===== config.mk =====
export PLATFORM = sky130hd
export DESIGN_NAME = pkt_tx
export DESIGN_NICKNAME = d
export VERILOG_FILES = /design/src/rtl/pkt_tx_pkg.sv /design/src/rtl/pkt_tx_buf.sv /design/src/rtl/pkt_tx.sv
export SDC_FILE = /design/constraint.sdc
export NUM_CORES = 2
export LEC_CHECK = 0
export CORE_UTILIZATION = 32
export CTS_BUF_LIST = sky130_fd_sc_hd__clkbuf_8 sky130_fd_sc_hd__clkbuf_16
export CTS_CLUSTER_SIZE = 24
export DETAILED_ROUTE_END_ITERATION = 10
export PLACE_DENSITY = 0.54
export SLEW_MARGIN = 20
export SYNTH_ARGS = -nofsm -noshare
export SYNTH_HDL_FRONTEND = slang
export SYNTH_SLANG_ARGS = --single-unit

===== constraint.sdc =====
create_clock -name clk -period 9.49 [get_ports clk]
set_input_delay 1.898 -clock clk [delete_from_list [all_inputs] [get_ports clk]]
set_output_delay 1.898 -clock clk [all_outputs]
set_load 0.02 [all_outputs]

===== src/rtl/pkt_tx_pkg.sv =====
`default_nettype none
// ============================================================================
//  Module   : pkt_tx_pkg
//  Purpose  : Shared definitions for the pkt_tx egress transmitter: read-FSM
//             state encoding and helpers that derive the buffer entry width
//             and the extended pointer width from the block parameters.
//  Ports    : none (package)
//  Revision : 1.0 - initial release
// ============================================================================
package pkt_tx_pkg;

  localparam int STATE_W = 3;
  typedef logic [STATE_W-1:0] state_t;

  localparam logic [2:0] ST_IDLE = 3'd0;
  localparam logic [2:0] ST_SOP  = 3'd1;
  localparam logic [2:0] ST_DATA = 3'd2;
  localparam logic [2:0] ST_EOP  = 3'd3;
  localparam logic [2:0] ST_GAP  = 3'd4;

  // Buffer entry is {last, data}.
  function automatic int entry_width(input int data_width);
    return data_width + 1;
  endfunction

  // One extra pointer bit distinguishes full from empty.
  function automatic int ptr_q_width(input int ptr_width);
    return ptr_width + 1;
  endfunction

endpackage
`default_nettype wire


===== src/rtl/pkt_tx_buf.sv =====
`default_nettype none
// ============================================================================
//  Module   : pkt_tx_buf
//  Purpose  : Store-and-forward packet storage: DEPTH x ENTRY_W register
//             array, one synchronous write port, one asynchronous read port.
//  Ports    : clk       - clock
//             wr_en     - write strobe
//             wr_addr   - write index
//             wr_entry  - {last, data} entry to store
//             rd_addr   - read index
//             rd_entry  - entry at rd_addr (combinational)
//  Revision : 1.0 - initial release
// ============================================================================
module pkt_tx_buf #(
  parameter int DEPTH     = 32,
  parameter int PTR_WIDTH = 5,
  parameter int ENTRY_W   = 65
) (
  input  logic                 clk,
  input  logic                 wr_en,
  input  logic [PTR_WIDTH-1:0] wr_addr,
  input  logic [ENTRY_W-1:0]   wr_entry,
  input  logic [PTR_WIDTH-1:0] rd_addr,
  output logic [ENTRY_W-1:0]   rd_entry
);

  // Payload storage carries no reset; validity is tracked by the pointers.
  logic [ENTRY_W-1:0] mem_q [DEPTH];

  always_ff @(posedge clk) begin
    if (wr_en) begin
      mem_q[wr_addr] <= wr_entry;
    end
  end

  assign rd_entry = mem_q[rd_addr];

endmodule
`default_nettype wire


===== src/rtl/pkt_tx.sv =====
`default_nettype none
// ============================================================================
//  Module   : pkt_tx
//  Purpose  : Egress packet transmitter. Buffers whole packets from the core
//             and emits sop / vld-data / eop framing toward the port.
//  Ports    : clk       - clock, rising edge
//             rst       - asynchronous reset, active low
//             in_vld    - core word valid
//             in_last   - final word of packet (qualified by in_vld)
//             in_data   - core word
//             in_ready  - word accepted when in_vld && in_ready
//             out_sop   - start-of-packet pulse (no data)
//             out_eop   - end-of-packet pulse (no data)
//             out_vld   - out_data valid
//             out_data  - packet word, 0 when out_vld is low
//             pkt_cnt   - complete packets currently buffered
//             overflow  - sticky packet-dropped flag
//  Revision : 1.0 - initial release
// ============================================================================
module pkt_tx
  import pkt_tx_pkg::*;
#(
  parameter int DATA_WIDTH = 64,
  parameter int DEPTH      = 32,
  parameter int PTR_WIDTH  = 5,
  parameter int IFG        = 1
) (
  input  logic                  clk,
  input  logic                  rst,
  input  logic                  in_vld,
  input  logic                  in_last,
  input  logic [DATA_WIDTH-1:0] in_data,
  output logic                  in_ready,
  output logic                  out_sop,
  output logic                  out_eop,
  output logic                  out_vld,
  output logic [DATA_WIDTH-1:0] out_data,
  output logic [PTR_WIDTH:0]    pkt_cnt,
  output logic                  overflow
);

  localparam int ENTRY_W = entry_width(DATA_WIDTH);
  localparam int PQ_W    = ptr_q_width(PTR_WIDTH);
  localparam int GAP_W   = $clog2(IFG + 2);

  localparam logic [PQ_W-1:0]  DEPTH_Q  = PQ_W'(DEPTH);
  localparam logic [PQ_W-1:0]  PTR_ONE  = PQ_W'(1);
  localparam logic [GAP_W-1:0] GAP_LOAD = GAP_W'((IFG > 0) ? IFG - 1 : 0);

  // --------------------------------------------------------------------------
  // State
  // --------------------------------------------------------------------------
  logic [PQ_W-1:0]       wptr_q, wptr_d;
  logic [PQ_W-1:0]       rptr_q, rptr_d;
  logic [PQ_W-1:0]       pkt_start_q, pkt_start_d;
  logic [PQ_W-1:0]       pkt_cnt_q, pkt_cnt_d;
  logic                  dropping_q, dropping_d;
  logic                  overflow_q, overflow_d;
  state_t                state_q, state_d;
  logic [GAP_W-1:0]      gap_q, gap_d;
  logic                  cur_last_q, cur_last_d;
  logic                  out_sop_q, out_sop_d;
  logic                  out_eop_q, out_eop_d;
  logic                  out_vld_q, out_vld_d;
  logic [DATA_WIDTH-1:0] out_data_q, out_data_d;

  // --------------------------------------------------------------------------
  // Occupancy and input handshake
  // --------------------------------------------------------------------------
  logic [PQ_W-1:0]    count;
  logic               full;
  logic               accept;
  logic               wr_en;
  logic               drop_start;
  logic               pkt_inc;
  logic               pkt_dec;
  logic [ENTRY_W-1:0] rd_entry;

  assign count    = wptr_q - rptr_q;
  assign full     = (count == DEPTH_Q);
  // While dropping the input must keep flowing so the oversized packet can
  // be swallowed up to its last word, even though the buffer is full.
  assign in_ready = !full || dropping_q;
  assign accept   = in_vld && in_ready;
  assign wr_en    = accept && !dropping_q;
  assign pkt_inc  = wr_en && in_last;

  // A full buffer with no complete packet can only hold a single packet that
  // is too large to ever fit; it is abandoned back to the last packet start.
  assign drop_start = full && (pkt_cnt_q == '0) && !dropping_q;

  pkt_tx_buf #(
    .DEPTH     (DEPTH),
    .PTR_WIDTH (PTR_WIDTH),
    .ENTRY_W   (ENTRY_W)
  ) u_buf (
    .clk      (clk),
    .wr_en    (wr_en),
    .wr_addr  (wptr_q[PTR_WIDTH-1:0]),
    .wr_entry ({in_last, in_data}),
    .rd_addr  (rptr_q[PTR_WIDTH-1:0]),
    .rd_entry (rd_entry)
  );

  // --------------------------------------------------------------------------
  // Write side
  // --------------------------------------------------------------------------
  always_comb begin
    wptr_d      = wptr_q;
    pkt_start_d = pkt_start_q;
    dropping_d  = dropping_q;
    overflow_d  = overflow_q;

    if (drop_start) begin
      wptr_d     = pkt_start_q;
      overflow_d = 1'b1;
      dropping_d = 1'b1;
    end else if (wr_en) begin
      wptr_d = wptr_q + PTR_ONE;
      if (in_last) begin
        pkt_start_d = wptr_q + PTR_ONE;
      end
    end

    if (dropping_q && accept && in_last) begin
      dropping_d = 1'b0;
    end
  end

  always_comb begin
    pkt_cnt_d = pkt_cnt_q;
    unique case ({pkt_inc, pkt_dec})
      2'b10:   pkt_cnt_d = pkt_cnt_q + PTR_ONE;
      2'b01:   pkt_cnt_d = pkt_cnt_q - PTR_ONE;
      default: pkt_cnt_d = pkt_cnt_q;
    endcase
  end

  // --------------------------------------------------------------------------
  // Read FSM. Output registers are loaded together with the state, so the
  // state register always names what is on the port this cycle. The packet
  // count is decremented on the edge that enters EOP, which lets EOP/GAP
  // chain straight into the next SOP when more packets are waiting.
  // --------------------------------------------------------------------------
  always_comb begin
    state_d    = state_q;
    rptr_d     = rptr_q;
    gap_d      = gap_q;
    cur_last_d = cur_last_q;
    out_sop_d  = 1'b0;
    out_eop_d  = 1'b0;
    out_vld_d  = 1'b0;
    out_data_d = '0;
    pkt_dec    = 1'b0;

    unique case (state_q)
      ST_IDLE: begin
        if (pkt_cnt_q != '0) begin
          state_d   = ST_SOP;
          out_sop_d = 1'b1;
        end
      end

      ST_SOP: begin
        state_d    = ST_DATA;
        out_vld_d  = 1'b1;
        out_data_d = rd_entry[DATA_WIDTH-1:0];
        cur_last_d = rd_entry[DATA_WIDTH];
        rptr_d     = rptr_q + PTR_ONE;
      end

      ST_DATA: begin
        if (cur_last_q) begin
          state_d   = ST_EOP;
          out_eop_d = 1'b1;
          pkt_dec   = 1'b1;
        end else begin
          out_vld_d  = 1'b1;
          out_data_d = rd_entry[DATA_WIDTH-1:0];
          cur_last_d = rd_entry[DATA_WIDTH];
          rptr_d     = rptr_q + PTR_ONE;
        end
      end

      ST_EOP: begin
        if (IFG > 0) begin
          state_d = ST_GAP;
          gap_d   = GAP_LOAD;
        end else if (pkt_cnt_q != '0) begin
          state_d   = ST_SOP;
          out_sop_d = 1'b1;
        end else begin
          state_d = ST_IDLE;
        end
      end

      ST_GAP: begin
        if (gap_q == '0) begin
          if (pkt_cnt_q != '0) begin
            state_d   = ST_SOP;
            out_sop_d = 1'b1;
          end else begin
            state_d = ST_IDLE;
          end
        end else begin
          gap_d = gap_q - GAP_W'(1);
        end
      end

      default: begin
        state_d = ST_IDLE;
      end
    endcase
  end

  // --------------------------------------------------------------------------
  // Registers
  // --------------------------------------------------------------------------
  always_ff @(posedge clk or negedge rst) begin
    if (!rst) begin
      wptr_q      <= '0;
      rptr_q      <= '0;
      pkt_start_q <= '0;
      pkt_cnt_q   <= '0;
      dropping_q  <= 1'b0;
      overflow_q  <= 1'b0;
      state_q     <= ST_IDLE;
      gap_q       <= '0;
      cur_last_q  <= 1'b0;
      out_sop_q   <= 1'b0;
      out_eop_q   <= 1'b0;
      out_vld_q   <= 1'b0;
      out_data_q  <= '0;
    end else begin
      wptr_q      <= wptr_d;
      rptr_q      <= rptr_d;
      pkt_start_q <= pkt_start_d;
      pkt_cnt_q   <= pkt_cnt_d;
      dropping_q  <= dropping_d;
      overflow_q  <= overflow_d;
      state_q     <= state_d;
      gap_q       <= gap_d;
      cur_last_q  <= cur_last_d;
      out_sop_q   <= out_sop_d;
      out_eop_q   <= out_eop_d;
      out_vld_q   <= out_vld_d;
      out_data_q  <= out_data_d;
    end
  end

  assign out_sop  = out_sop_q;
  assign out_eop  = out_eop_q;
  assign out_vld  = out_vld_q;
  assign out_data = out_data_q;
  assign pkt_cnt  = pkt_cnt_q;
  assign overflow = overflow_q;

endmodule
`default_nettype wire


==> impl_metrics.toml <==
[worst_setup_path]
cp_data_required_time_ns = 7.59
arrival_ns = 3.78
cp-startpoint = "rptr_q[2]"
crit_chain = "inv_8 > ha_1 > nor4_1 > a31oi_1 > nand2_1 > nand2_1 > clkdlybuf4s50_1"
cp.depth = 7
crit_path_end = "in_ready"
max_stage_delay_ns = 0.65
cp_top_family = "buffers and inverters"
reg2reg_depth = 9
r2r_slack_ns = 4.77
rr_endpoint = "u_buf.mem_q[13][41]"
worst-path-buf-inv = 2
cp_common_cell = "nand2_1"
crit_type = "flip-flop to output port"
slowest_stage = "clkdlybuf4s50_1"
path_max_fanout = 61
worstSetupStartpointType = "flip-flop"
r2r_start = "rptr_q[1]"
cp-end-kind = "output port"

[power_and_ir_drop]
powerDensity_mw_per_mm2 = 295
power_frac_comb_pct = 28.8
p_int_mw = 19.2
leakagePower_nw = 30.4
p_sw_share_pct = 31.9
sequentialPowerShare_pct = 41.4
p_sw_mw = 9.01
clockPowerShare_pct = 29.9
vdd_drop_max_uv = 244

[clock_tree]
clock_path_buffers = 3
insertion_delay_ns = 0.87
root_buffer = "clkbuf_16"
cts_tree = "yes"
ctsHoldBuffers = 0
post-cts-setup-buffers = 0
htree_levels = 4
clock_sinks = 2179
numCtsBuffers = 218
post_cts_resized = 0
clk_pin_slew_ns = 0.06

[yosys]
synth_top_area_share_pct = 75.2
syn_avg_cell_area_um2 = 21.7
ys.flop_type = "edfxtp_1"
syn_inst = 3821
syn_area_mm2 = 0.0831
seq_area_frac_synth_pct = 78.2
synth_edf_count = 2080
synth.most_common_cell = "edfxtp_1"
yosys_warnings = 0
synth_commonest_cells = "2080 x edfxtp_1, 571 x mux4_2, 416 x nand2_1, 166 x a21oi_1, 110 x clkbuf_1"
ys_seq_elements = 2179
synth_area_leaders = "edfxtp_1 75%, mux4_2 15%, dfrtp_1 3.0%, nand2_1 1.9%, a21oi_1 1.0%"
synth_cell_types = 52
synth.largest_area_cell = "edfxtp_1"
async_flop_share_pct = 4.54
syn_nets = 3903

[routing]
vias = 39800
first_pass_iters = 6
drcViolationCount = 0
routed_wirelength_um = 219000
wire_per_inst_um = 28.7
post_drt_via_cell_ratio = 5.20
dr.first_iter.drc_count = 4293
drtAntennaViolNets = 0

[placement]
dp_cells = 7232
port_buffers = 142
place_area_mm2 = 0.0885
gp_congestion = 0.752
dpl_worst_slack_ns = 4.33
hpwl_um = 122000

[finish]
stdcell_area_mm2 = 0.0956
layout-drive-gt1-share_pct = 24.8
final_nets = 4151
fin_cells = 7644
synthToLayoutAreaGrowth_pct = 15.1
final_util_pct = 37.1

[global_route]
grt_overflow_total = 0
grt_pass1_vias = 40600
antenna_found_initial = 26
grt_usage_pct = 16.7
grt_pass1_wl_um = 311000
grt_max_degree = 153

[die]
fp.dieH_um = 511
io-pin-count = 143
dieArea_mm2 = 0.262
core_mm2 = 0.257
initial_utilization_pct = 32.3
rows = 186
fp.dieW_um = 511

[timing]
fmaxAchievable_mhz = 176
hold_viol = 0
totalNegativeSetupSlack_ns = 0
max_slew_margin_pct = 18.8
period_needed_ns = 5.68
finalClockSkew_ns = 0.0677
period_share_pct = 59.8
worstMarginPinSlew_ns = 1.22
rsz0062_at_grt = "false"
setup_viol = 0
layout_setup_ws_ns = 3.81
finalMaxSlewViolations = 0

[min_path]
min_path_type = "flip-flop to flip-flop"
holdPathStages = 2

[outcome]
status = "finished, final reports clean"

[job]
cap_violations = 0
==> registers in the layout, summed over array words and instances (netlist names) <==
register	count
out_data	64
gap_q	2
cur_last_q	1
rptr_q	6
pkt_start_q	6
dropping_q	1
pkt_cnt	6
wptr_q	6
out_sop	1
state_q	3
out_eop	1
overflow	1
u_buf.mem_q	2080
out_vld	1
==> worst reg2reg max path, stage by stage, from the launching register on <==
cell	delay, ns
dfrtp_4	0.81
inv_4	0.39
ha_1	0.34
nand3b_1	0.15
nand3_1	0.09
nand2_1	0.15
a211oi_4	0.35
buf_4	0.52
and3_4	0.57
buf_4	0.86
==> cell families (layout without fill, tap and decap cells) <==
group           count (synthesis)  in the layout  share of synthesized area, %
flops                        2179           2179                          78.2
simple gates                  551            551                          2.79
fa+ha+maj                      14             14                         0.211
buf+inv                       228            662                          1.40
mux                           576            576                          15.5
compound gates                253            253                          1.65
xor+xnor                       20             20                         0.211
other cells                     0              5                             0
==> cell type report <==
cell class | count | area, µm²
Antenna cell | 5 | 12.5
Inverter | 18 | 77.6
Multi-Input combinational cell | 1414 | 17200
Sequential cell | 2179 | 65000
Fill cell | 23400 | 162000
Timing Repair Buffer | 238 | 2070
Clock buffer | 234 | 5680
Clock inverter | 172 | 1400
Tap cell | 3384 | 4230
==> stage by stage <==
step | hold slack [ns] | power (mW)
floorplan | 0.455 | 17.1
global placement | 0.479 | 20.1
detailed placement | 0.486 | 20.1
CTS | 0.503 | 28.6
global route | 0.531 | 29.3
finish | 0.495 | 28.2
==> worst min path at each step <==
stage                   start              to  slack (ns)
6_report       pkt_start_q[0]  pkt_start_q[0]        0.49
5_1_grt             rptr_q[5]       rptr_q[5]        0.53
4_1_cts             rptr_q[5]       rptr_q[5]        0.50
3_5_place_dp   pkt_start_q[1]  pkt_start_q[1]        0.49
3_3_place_gp   pkt_start_q[5]       wptr_q[5]        0.48
2_1_floorplan  pkt_start_q[0]  pkt_start_q[0]        0.46
==> power groups by stage <==
stage / clock (mW) / combinational [mW] / sequential [mW]
final: 8.42 / 8.12 / 11.7
after global routing: 8.95 / 8.65 / 11.7
after CTS: 8.58 / 8.28 / 11.7
after detailed placement: 0 / 8.25 / 11.9
after global placement: 0 / 8.27 / 11.9
after floorplan: 0 / 5.32 / 11.7
==> cells in the final DEF, fill, tap and decap left out, types with 4 or more instances in the layout <==
cell,count
nor2_1,10
a211oi_1,5
xor2_1,9
and3_1,6
nand3_1,56
ha_1,14
clkinv_1,35
nor3_1,5
inv_1,80
diode_2,5
edfxtp_1,2080
clkinv_4,4
dfrtp_1,94
bufinv_16,14
buf_12,6
clkdlybuf4s50_1,108
o22ai_1,27
buf_4,89
clkbuf_16,218
nand2b_1,6
clkinvlp_4,5
a21oi_1,166
dfrtp_4,4
clkbuf_8,16
buf_2,33
mux4_2,571
and3_4,32
clkinv_16,9
nand2_1,414
xnor2_1,11
clkinv_2,32
o21ai_1,34
a31oi_1,4
==> per-layer routing <==
layer / vias up / wire length, µm / track usage (%)
li1: 16300 / - / -
met1: 21700 / 95700 / 23.7
met2: 1479 / 101000 / 25.6
met3: 302 / 17500 / 4.03
met4: 18 / 4830 / 4.16
met5: - / 129 / 0
Note: power is estimated with default switching activity, not from simulation.
